## src/rtl/c7bbiu_rd_arb_rr.sv

```systemverilog
// c7bbiu_rd_arb_rr: read-request arbiter feeding a single AXI AR channel.
// Up to NREQ requesters compete (round-robin or fixed priority) for a
// registered AR holding slot; per-requester outstanding counters limit the
// number of reads in flight and are retired by rd_done pulses.
module c7bbiu_rd_arb_rr #(
    parameter int NREQ      = 2,
    parameter int AW        = 32,
    parameter int MAX_OUT   = 2,
    parameter int FIXED_PRI = 0
) (
    input  logic               clk,
    input  logic               resetn,
    input  logic [NREQ-1:0]    req_val,
    input  logic [NREQ*AW-1:0] req_addr,
    input  logic [NREQ*8-1:0]  req_len,
    output logic [NREQ-1:0]    req_ack,
    output logic               axi_ar_valid,
    input  logic               axi_ar_ready,
    output logic [3:0]         axi_ar_id,
    output logic [AW-1:0]      axi_ar_addr,
    output logic [7:0]         axi_ar_len,
    output logic [2:0]         axi_ar_size,
    output logic [1:0]         axi_ar_burst,
    output logic               axi_ar_lock,
    output logic [3:0]         axi_ar_cache,
    output logic [2:0]         axi_ar_prot,
    input  logic               rd_done_val,
    input  logic [3:0]         rd_done_id
);

    localparam logic [2:0] MAX_CNT = 3'(MAX_OUT);

    logic [2:0]      out_cnt [NREQ];
    logic [NREQ-1:0] elig;
    logic            slot_free;
    logic            gnt_any;
    logic [1:0]      gnt_idx;
    logic [1:0]      rr_ptr;
    logic [1:0]      ptr_next;
    logic [1:0]      start;
    logic [AW-1:0]   sel_addr;
    logic [7:0]      sel_len;

    assign slot_free    = ~axi_ar_valid | axi_ar_ready;
    assign axi_ar_lock  = 1'b0;
    assign axi_ar_cache = 4'b0000;
    assign axi_ar_prot  = 3'b000;

    // Eligibility uses the registered count, so a same-cycle done never unblocks.
    always_comb begin
        for (int i = 0; i < NREQ; i++) begin
            elig[i] = req_val[i] && (out_cnt[i] < MAX_CNT);
        end
    end

    // Circular search from the start index: first the upper part, then wrap.
    always_comb begin
        // NOTE: every variable gets a default before any conditional assignment,
        // so no path leaves it unassigned and no latch is inferred.
        gnt_any = 1'b0;
        gnt_idx = 2'd0;
        start   = (FIXED_PRI != 0) ? 2'd0 : rr_ptr;
        for (int i = 0; i < NREQ; i++) begin
            if (!gnt_any && elig[i] && (2'(i) >= start)) begin
                gnt_any = 1'b1;
                gnt_idx = 2'(i);
            end
        end
        for (int i = 0; i < NREQ; i++) begin
            if (!gnt_any && elig[i] && (2'(i) < start)) begin
                gnt_any = 1'b1;
                gnt_idx = 2'(i);
            end
        end
        if (!slot_free || !resetn) begin
            gnt_any = 1'b0;
        end
    end

    // Grant decode: one-hot ack, payload mux and the pointer that follows it.
    always_comb begin
        req_ack  = '0;
        sel_addr = '0;
        sel_len  = '0;
        ptr_next = rr_ptr;
        for (int i = 0; i < NREQ; i++) begin
            req_ack[i] = gnt_any && (gnt_idx == 2'(i));
            if (gnt_idx == 2'(i)) begin
                sel_addr = req_addr[i*AW +: AW];
                sel_len  = req_len[i*8 +: 8];
                ptr_next = (i == NREQ - 1) ? 2'd0 : 2'(i + 1);
            end
        end
    end

    // AR holding slot: load on grant, hold while stalled, drop after acceptance.
    always_ff @(posedge clk or negedge resetn) begin
        // NOTE: sequential state uses non-blocking assignments so every register
        // samples pre-edge values regardless of statement order.
        if (!resetn) begin
            axi_ar_valid <= 1'b0;
            axi_ar_id    <= '0;
            axi_ar_addr  <= '0;
            axi_ar_len   <= '0;
            axi_ar_size  <= '0;
            axi_ar_burst <= '0;
        end else if (gnt_any) begin
            axi_ar_valid <= 1'b1;
            axi_ar_id    <= {2'b00, gnt_idx};
            axi_ar_addr  <= sel_addr;
            axi_ar_len   <= sel_len;
            axi_ar_size  <= 3'b010;
            axi_ar_burst <= (sel_len != 8'd0) ? 2'b01 : 2'b00;
        end else if (axi_ar_ready) begin
            axi_ar_valid <= 1'b0;
        end
    end

    // Round-robin pointer advances past the winner only when a grant happens.
    always_ff @(posedge clk or negedge resetn) begin
        if (!resetn) begin
            rr_ptr <= 2'd0;
        end else if (gnt_any && (FIXED_PRI == 0)) begin
            rr_ptr <= ptr_next;
        end
    end

    // Outstanding counters: +1 on ack, -1 on matching done, ignore done at zero.
    always_ff @(posedge clk or negedge resetn) begin
        // NOTE: the counter array is small control state that must start at zero,
        // so it is reset element by element (unlike a data RAM, which would not be).
        if (!resetn) begin
            for (int i = 0; i < NREQ; i++) begin
                out_cnt[i] <= 3'd0;
            end
        end else begin
            for (int i = 0; i < NREQ; i++) begin
                if (req_ack[i] &&
                    !(rd_done_val && (rd_done_id == 4'(i)) && (out_cnt[i] != 3'd0))) begin
                    out_cnt[i] <= out_cnt[i] + 3'd1;
                end else if (!req_ack[i] && rd_done_val && (rd_done_id == 4'(i)) &&
                             (out_cnt[i] != 3'd0)) begin
                    out_cnt[i] <= out_cnt[i] - 3'd1;
                end
            end
        end
    end

endmodule

```

## config.mk

```make
export PLATFORM = sky130hd
export DESIGN_NAME = c7bbiu_rd_arb_rr
export DESIGN_NICKNAME = d
export VERILOG_FILES = /design/src/rtl/c7bbiu_rd_arb_rr.sv
export SDC_FILE = /design/constraint.sdc
export NUM_CORES = 1
export LEC_CHECK = 0
export ABC_AREA = 1
export BUFFER_PORTS_ARGS = -buffer_cell sky130_fd_sc_hd__buf_2
export CAP_MARGIN = 20
export CORE_MARGIN = 1
export CORE_UTILIZATION = 44
export CTS_CLUSTER_SIZE = 14
export DETAILED_ROUTE_END_ITERATION = 8
export PLACE_DENSITY = 0.8
export SYNTH_ARGS = -nofsm -noshare
export SYNTH_HDL_FRONTEND = slang
export SYNTH_SLANG_ARGS = --single-unit
```

## constraint.sdc

```tcl
create_clock -name clk -period 2.6 [get_ports clk]
set_clock_uncertainty 0.15 [all_clocks]
set_input_delay 0.26 -clock clk [delete_from_list [all_inputs] [get_ports clk]]
set_output_delay 0.26 -clock clk [all_outputs]
set_load 0.02 [all_outputs]
```

# Word-level counts from Yosys, hierarchy flattened
# Index checks and enable logic that the tools add are counted.
[word_totals] latchBits=0 reg_bits=54 inputBits=90 ram_bits=0 word_cells=87 output_inout_bits=60 rom_bits=0 memories=0
[classes] eq_ne=2 reduce_logical=43 div_mod_pow=0 n_bitwise=2 shifts=0 muxes=21 magnitude_cmp=6 add_sub_neg=4 n_mul=0
[ops] cell="32-bit two-way mux" count=2
[ops] cell="1-bit logical AND" count=23
[ops] cell="8-bit two-way mux" count=2
[ops] cell="3-bit two-way mux" count=4
[ops] cell="1-bit logical NOT" count=9
[ops] cell="1-bit two-way mux" count=9
[ops] cell="2-bit two-way mux" count=4
[ops] cell="2-bit nonzero test" count=4
[ops] cell="8-bit nonzero test" count=1
[ops] cell="3-bit by 1-bit adder with 3-bit output (second input constant)" count=2
[ops] cell="3-bit by 2-bit less-than comparator with 1-bit output (second input constant)" count=2
[ops] cell="3-bit nonzero test" count=2
[ops] cell="3-bit by 1-bit subtractor with 3-bit output (second input constant)" count=2
[ops] cell="4-bit by 1-bit == test with 1-bit output (second input constant)" count=1
[ops] cell="1-bit by 2-bit >= comparator with 1-bit output (first input constant)" count=2
[ops] cell="4-bit logical NOT" count=1
[ops] cell="1-bit by 2-bit less-than comparator with 1-bit output (first input constant)" count=2
[ops] cell="2-bit by 1-bit == test with 1-bit output (second input constant)" count=1
[ops] cell="2-bit logical NOT" count=1
[ops] cell="2-bit AND reduction" count=1
[ops] cell="1-bit logical OR" count=1
[ops] cell="1-bit NOT" count=1
[ops] cell="1-bit OR" count=1

# Logic depth before layout (Yosys ltp)
# Gate-level depths: netlist of the first run.
[logic_depth] word_depth=24 depth_mapped=14 depth_no_buf=13

# Worst setup path after synthesis of the first run
# Ideal clock, no wire load.
[synth_timing] path_kind="register -> register" start="register axi_ar_valid" end="register out_cnt[5] (netlist bit)" period_less_slack_ns=2.050 n_path_buf=1 setup_slack_ns=0.550 setup_ns=0.117 arrival_ns=1.783 t_required_ns=2.333 stages_incl_launch_ff=13 path_cell_list="dfrtp_1 -> nand2_1 -> inv_1 -> nor2_1 -> nand2_2 -> buf_6 -> nor2_8 -> o21ai_2 -> fa_1 -> inv_1 -> nand2_1 -> nand3b_1 -> nand2_1"
[synth_via] elab_chain_cells=11 word_cells_on_any_way=13 classes_between="2 x mux; 2 x bitwise; 9 x reduce/logical"
[synth_rtl] item="from (decl)" line_no="17" source="output logic axi_ar_valid,"
[synth_rtl] item="from (signal assigned)" line_no="101" source="axi_ar_valid <= 1'b0;"
[synth_rtl] item="from (signal assigned)" line_no="108" source="axi_ar_valid <= 1'b1;"
[synth_rtl] item="from (signal assigned)" line_no="115" source="axi_ar_valid <= 1'b0;"
[synth_rtl] item="1-bit NOT (*)" line_no="44" source="assign slot_free = ~axi_ar_valid | axi_ar_ready;"
[synth_rtl] item="1-bit OR (*)" line_no="44"
[synth_rtl] item="1-bit logical NOT (*)" line_no="75" source="if (!slot_free || !resetn) begin"
[synth_rtl] item="1-bit logical OR (*)" line_no="75"
[synth_rtl] item="1-bit two-way mux (*)" line_no="75"
[synth_rtl] item="1-bit logical AND (*)" line_no="87" source="req_ack[i] = gnt_any && (gnt_idx == 2'(i));"
[synth_rtl] item="1-bit logical NOT" line_no="141" source="end else if (!req_ack[i] && rd_done_val && (rd_done_id == 4'(i)) &&"
[synth_rtl] item="1-bit logical AND (3 in a row)" line_no="141"
[synth_rtl] item="2-bit nonzero test (no line)"
[synth_rtl] item="to (signal, indexed assignment)" line_no="140" source="out_cnt[i] <= out_cnt[i] + 3'd1;"
[synth_rtl] item="to (signal, indexed assignment)" line_no="143" source="out_cnt[i] <= out_cnt[i] - 3'd1;"
[synth_rtl] item="to (decl)" line_no="33" source="logic [2:0] out_cnt [NREQ];"
# Every way passes the cells marked *; elsewhere a longest branch is shown, timed or not.
# A chain may end at the register's enable or synchronous reset.

# Final worst setup path of the first run
[layout_timing] start="input resetn" end="register out_cnt[2] (netlist bit)"
[layout_via] elab_chain_cells=9 word_cells_on_any_way=11 classes_between="2 x mux; 9 x reduce/logical"
[layout_rtl] item="from (decl)" line_no="12" source="input logic resetn,"
[layout_rtl] item="1-bit logical NOT (no line) (*)"
[layout_rtl] item="1-bit logical OR (*)" line_no="75"
[layout_rtl] item="1-bit two-way mux (*)" line_no="75"
[layout_rtl] item="1-bit logical AND (*)" line_no="87"
[layout_rtl] item="1-bit logical NOT" line_no="141"
[layout_rtl] item="1-bit logical AND (3 in a row)" line_no="141"
[layout_rtl] item="2-bit nonzero test (no line)"
# Marked as above.

==> results.md, run 1 <==
* Status: finished, final reports clean
* Vias in the first global route at 2413
* MaxCap Viol Count at 0
* Dpl cells at 524
* Fin. Hold Viols at 0
* Clock sink total at 51
* Min-delay worst type: primary input to register
* Worst setup EP type: register
* Gr usage total at 20.3%
* CTS root buffer: clkbuf_8
* Drt first-iter violations at 150
* TNS Setup at 0 ns
* Final period utilization at 90.9%
* Number of diodes at 0
* Place WS at 0.214 ns
* Distinct cells, synth at 26
* Slowest cell delay on critical path at 0.52 ns
* Setup slack after layout at 0.237 ns
* Non-Filler Instances at 538
* Top sig layer: met4
* Synth top area share at 48.4%
* Sw Ratio at 44.5%
* # setup viols final at 0
* Switching Power at 1.59 mW
* Met3 Wirelength at 346 µm
* Critical Path, Cell by Cell: dlygate4sd3_1 > buf_2 > inv_1 > nor2_1 > nand2_2 > nor2_8 > o21ai_2 > fa_1 > nand2_1 > nand2_1 > nand2_1 > nand2_1
* Final wirelength at 6160 µm
* Logic pwr share at 48.4%
* Core Box Area at 0.00564 mm²
* Adder-Cell Fraction of Synth Area at 1.52%
* Total CTS buffers at 5
* Via density at 4.64
* Min cycle time layout at 2.36 ns
* Most frequent cell after synthesis: nand2_1
* Clock transition at path regs at 0.09 ns
* Placed cell area at 0.00331 mm²
* Final Slew Violations at 0
* Grt total ovfl at 0
* FF-to-FF setup slack at 0.25 ns
* Xor/xnor share of the synthesized area at 0.664%
* Clock buffer depth at 2
* Post-synth EDFFs at 0
* Global-route wire length before repair at 10100 µm
* Antenna violations before repair at 0
* Share of layout cells above drive strength 1 at 35.2%
* Routed Antenna Nets at 0
* Mapped Cells at 326
* Pre-Repair DR Iteration Count at 5
* Worst skew pair latency at 0.30 ns
* Post-DP HPWL at 4530 µm
* Chip Height at 79.4 µm
* Relative slew slack at 57.3%
* Fin area at 0.00347 mm²
* Compound-cell area share of the yosys netlist at 4.89%
* Seq/Total Area, Yosys at 48.4%
* Sequential Power Share at 38.2%
* Largest family of logic cells by synthesized area: simple AND/OR/NAND/NOR gates
* WL/cell at 11.4 µm
* Layout Nets at 557
* CTS resizes at 0
* Ys flop type: dfrtp_1
* Power Internal at 1.99 mW
* Pwr dens at 1030 mW/mm²
* Max rail drop VDD at 0.000532 V
* Flops & latches, synth at 51
* Simple-Gate Fraction of Synth Area at 34.4%
* Synth area leader: dfrtp_1
* Layout area overhead at 31.5%
* Routed wl met2 at 3150 µm
* Die area at 0.00631 mm²
* WP data required at 2.65 ns
* Final Wtd Congestion at 0.765
* Most used cell, CP: nand2_1
* Asr flop ratio synth at 100%
* Die W at 79.4 µm
* Row cnt at 27
* Post-synthesis mux area share at 0%
* Clock share of power at 13.4%
* P_leak at 2.03 nW
* DRT met1 WL at 2560 µm
* H-tree depth at 2
* Initial core utilization at 46.8%
* Largest net degree at the start of global routing at 52
* Vias at 2496
* Most instantiated cells after synthesis: nand2_1, dfrtp_1, nand3_1
* Unrepaired setup endpoints after global routing: no
* Ports at 150
* Crit path launch type: primary input
* CP max stage cell: dlygate4sd3_1
* Peak fanout along the critical path at 17
* Drt drc at 0
* Syn Area/Cell at 8.09 µm²
* Mapped Area at 0.00264 mm²
* Area contributors post-synth: dfrtp_1, nand2_1, nand3_1
* Highest clock rate at 0.423 GHz
* Synth warn at 0
* Critical path type: primary input to register
* Worst Tran Pin Value at 0.640 ns
* CTS tree: yes
* Worst EP arrival at 2.41 ns
* Port bufs at 135
## cell type report
| cell class | count | area [µm²] |
|---|---|---|
| Tap cell | 72 | 90.1 |
| Clock inverter | 2 | 16.3 |
| Multi-Input combinational cell | 238 | 1150 |
| Inverter | 24 | 90.1 |
| Sequential cell | 51 | 1280 |
| Timing Repair Buffer | 145 | 766 |
| Fill cell | 510 | 2170 |
| Clock buffer | 6 | 82.6 |
## cell families (layout without fill, tap and decap cells)
| group | Yosys count | count (layout) |
|---|---|---|
| buffers and inverters | 50 | 177 |
| other | 1 | 14 |
| adder cells (fa/ha/maj) | 2 | 2 |
| XOR/XNOR | 2 | 2 |
| AND/OR/NAND/NOR | 200 | 200 |
| AO/OA/AOI/OAI | 20 | 20 |
| flip-flops | 51 | 51 |
## state kept, by name (all words and copies together) (netlist names)
name	count
axi_ar_addr	32
axi_ar_burst	1
axi_ar_id	1
axi_ar_len	8
axi_ar_size	1
axi_ar_valid	1
out_cnt	6
rr_ptr	1
## layer usage
layer	vias to the layer above	track usage [%]
met2	94	36.3
met4	0	8.18
met1	1122	24.3
li1	1270	-
met5	-	0
met3	10	3.09
## cells in the final DEF (no fill, tap or decap)
cell type and n:
a21oi_1 1, a22oi_1 7, buf_2 135, buf_4 4
clkbuf_8 6, clkinv_4 1, clkinvlp_4 1, conb_1 14
dfrtp_1 51, dlygate4sd3_1 6, fa_1 2, inv_1 20
inv_2 4, nand2_1 143, nand2_2 3, nand2_4 1
nand3_1 31, nand3_4 1, nand3b_1 8, nor2_1 7
nor2_4 1, nor2_8 3, nor3_1 1, o21ai_0 8
o21ai_1 1, o21ai_2 3, or2_2 1, xor2_1 2
## stage by stage
stage,utilization [%],power [mW],hold WS [ns]
CTS,61.3,3.63,0.0000141
global route,61.5,3.88,0.000339
global placement,58.7,3.07,0.284
floorplan,-,2.58,-0.186
finish,61.5,3.58,0.00736
detailed placement,58.7,3.13,0.298
## worst max-delay path: cells and delay by family
kind / cells / cell delay (ns)
buffers and inverters: 3 / 0.67
adders and majority gates: 1 / 0.40
and+or+nand+nor: 7 / 0.93
AOI/OAI and AO/OA: 1 / 0.13
## final timing paths
kind,startpoint,cells after the start,end
min in group asynchronous,resetn,3,axi_ar_valid
setup / recovery,resetn,12,out_cnt[2]
hold / removal,req_addr[16],3,axi_ar_addr[16]
max in group asynchronous,resetn,3,out_cnt[0]
setup reg to reg,out_cnt[4],11,out_cnt[2]
hold reg to reg,axi_ar_size[1],1,axi_ar_size[1]
## repair_timing
item | 4_1_cts | 5_1_grt
buffers inserted | 0 | 0
hold buffers | 5 | 1
hold endpoints to repair | 55 | 1
## power groups by stage
stage | logic (mW) | clock network, mW | registers, mW
after floorplan | 0.831 | 0 | 1.75
after global placement | 1.70 | 0 | 1.37
after detailed placement | 1.76 | 0 | 1.38
after CTS | 1.76 | 0.502 | 1.37
after global routing | 1.94 | 0.533 | 1.42
final | 1.73 | 0.478 | 1.37
(Power assumes the default switching activity.)
==> run 2, diff against run 1 <==
- CAP_MARGIN: 20 -> not set
- CORE_ASPECT_RATIO: not set -> 0.7
==> results.md, run 2 (synthesis results as in run 1) <==
* Status: finished, final reports clean
* Final Wtd Congestion at 0.790
* Largest net degree at the start of global routing at 52
* Share of layout cells above drive strength 1 at 35.0%
* Peak fanout along the critical path at 33
* Drt drc at 0
* Grt total ovfl at 0
* Final Slew Violations at 0
* Critical path type: register to output pin
* Die W at 94.5 µm
* CTS root buffer: clkbuf_8
* Worst setup EP type: output pin
* Row cnt at 23
* Clock transition at path regs at 0.09 ns
* Port bufs at 135
* Place WS at 0.405 ns
* Fin. Hold Viols at 0
* Vias at 2546
* P_leak at 2.06 nW
* Commonest non-fill, non-tap cells in the layout: nand2_1, buf_2, dfrtp_1
* Gr usage total at 20.5%
* Filler instances at 532
* Clock buffer depth at 2
* Chip Height at 66.8 µm
* Relative slew slack at 57.9%
* Pre-Repair DR Iteration Count at 4
* Number of diodes at 0
* Routed Antenna Nets at 0
* CTS Hold Bufs at 7
* Ports at 150
* Worst skew pair latency at 0.30 ns
* Min-delay worst type: primary input to register
* Layout Nets at 559
* CTS resizes at 0
* Unrepaired setup endpoints after global routing: no
* Antenna violations before repair at 0
* Final period utilization at 91.9%
* TNS Setup at 0 ns
* Worst Tran Pin Value at 0.632 ns
* Max rail drop VDD at 0.000471 V
* Min cycle time layout at 2.39 ns
* Crit path launch type: register
* Largest register FFs at 32
* WP data required at 2.19 ns
* Top flop regs: axi_ar_addr (32), axi_ar_len (8), out_cnt (6)
* CTS tree: yes
* Top reg by flops: axi_ar_addr
* MaxCap Viol Count at 0
* Die area at 0.00631 mm²
* Setup slack after layout at 0.211 ns
* Initial core utilization at 45.8%
* Via density at 4.69
* Final core utilization at 61.2%
* Global-route wire length before repair at 9900 µm
* Layout area overhead at 33.6%
* # Post-CTS Setup Buffers at 0
* Core Box Area at 0.00576 mm²
* WL/cell at 11.6 µm
* Clock sink total at 51
* # setup viols final at 0
* Post-DP HPWL at 4780 µm
* Highest clock rate at 0.419 GHz
* Final wirelength at 6330 µm
* Worst EP arrival at 1.98 ns
* H-tree depth at 2
* Pwr dens at 1070 mW/mm²
* Total CTS buffers at 5
* Vias in the first global route at 2235
* Drt first-iter violations at 146
* Commonest non-fill, non-tap cell in the layout: nand2_1
## run 2: cell types whose count changed in the layout (fill, tap and decap cells not counted), sizes merged
| cell | delta |
|---|---|
| buf | +1 |
| clkinvlp | -1 |
| clkinv | -1 |
| dlygate4sd3 | +1 |
| bufinv | +2 |
## run 2: worst paths after layout
kind | endpoint | slack [ns] | cells past startpoint | from
max in group asynchronous | axi_ar_addr[31] | 1.38 | 3 | resetn
worst max-delay path | req_ack[0] | 0.21 | 7 | out_cnt[4]
worst max register to register | out_cnt[2] | 0.40 | 11 | out_cnt[1]
worst min register to register | axi_ar_burst[0] | 0.34 | 2 | axi_ar_burst[0]
min in group asynchronous | axi_ar_len[6] | 0.50 | 3 | resetn
worst min-delay path | axi_ar_addr[16] | 0.01 | 3 | req_addr[16]
## run 2: area by class of cell
class | instances | area (µm²) | share of cell area, %
inverter | 24 | 90.1 | 2.56
tap | 75 | 93.8 | 2.66
clock inverter | 2 | 60.1 | 1.70
timing repair buffer | 147 | 783 | 22.2
sequential | 51 | 1280 | 36.2
clock buffer | 6 | 72.6 | 2.06
multi-input combinational | 238 | 1150 | 32.6
## run 2: per-stage QoR
| step | instances | hold WS, ns | area (µm²) | power (mW) |
|---|---|---|---|---|
| floorplan | 339 | -0.186 | 2690 | 2.58 |
| global placement | 528 | 0.299 | 3320 | 3.07 |
| detailed placement | 528 | 0.305 | 3320 | 3.14 |
| CTS | 543 | 0.0000928 | 3520 | 3.81 |
| global route | 543 | 0.00201 | 3520 | 4.07 |
| finish | 543 | 0.0109 | 3520 | 3.76 |
## run 2: critical path, cell delays in order, from the launching register on
cell and delay (ns):
dfrtp_1 0.46, nor2_4 0.16, nand3_4 0.13, nand2_4 0.18, inv_2 0.09, nor2_8 0.09
buf_4 0.32, buf_2 0.23
## run 2: metal layers
metal,vias up,part of all wire [%],wire length (µm),GRT usage [%]
met3,7,6.3,397,4.79
met1,1170,45,2870,26.3
met4,0,0.93,59,7.01
li1,1271,-,-,-
met5,-,0,0,0
met2,98,47,3000,34.2
## run 2: power by group
group | switching [mW] | total (mW) | internal, mW
registers | 0.215 | 1.37 | 1.15
clock network | 0.261 | 0.645 | 0.385
logic | 1.12 | 1.75 | 0.625
total | 1.60 | 3.76 | 2.16
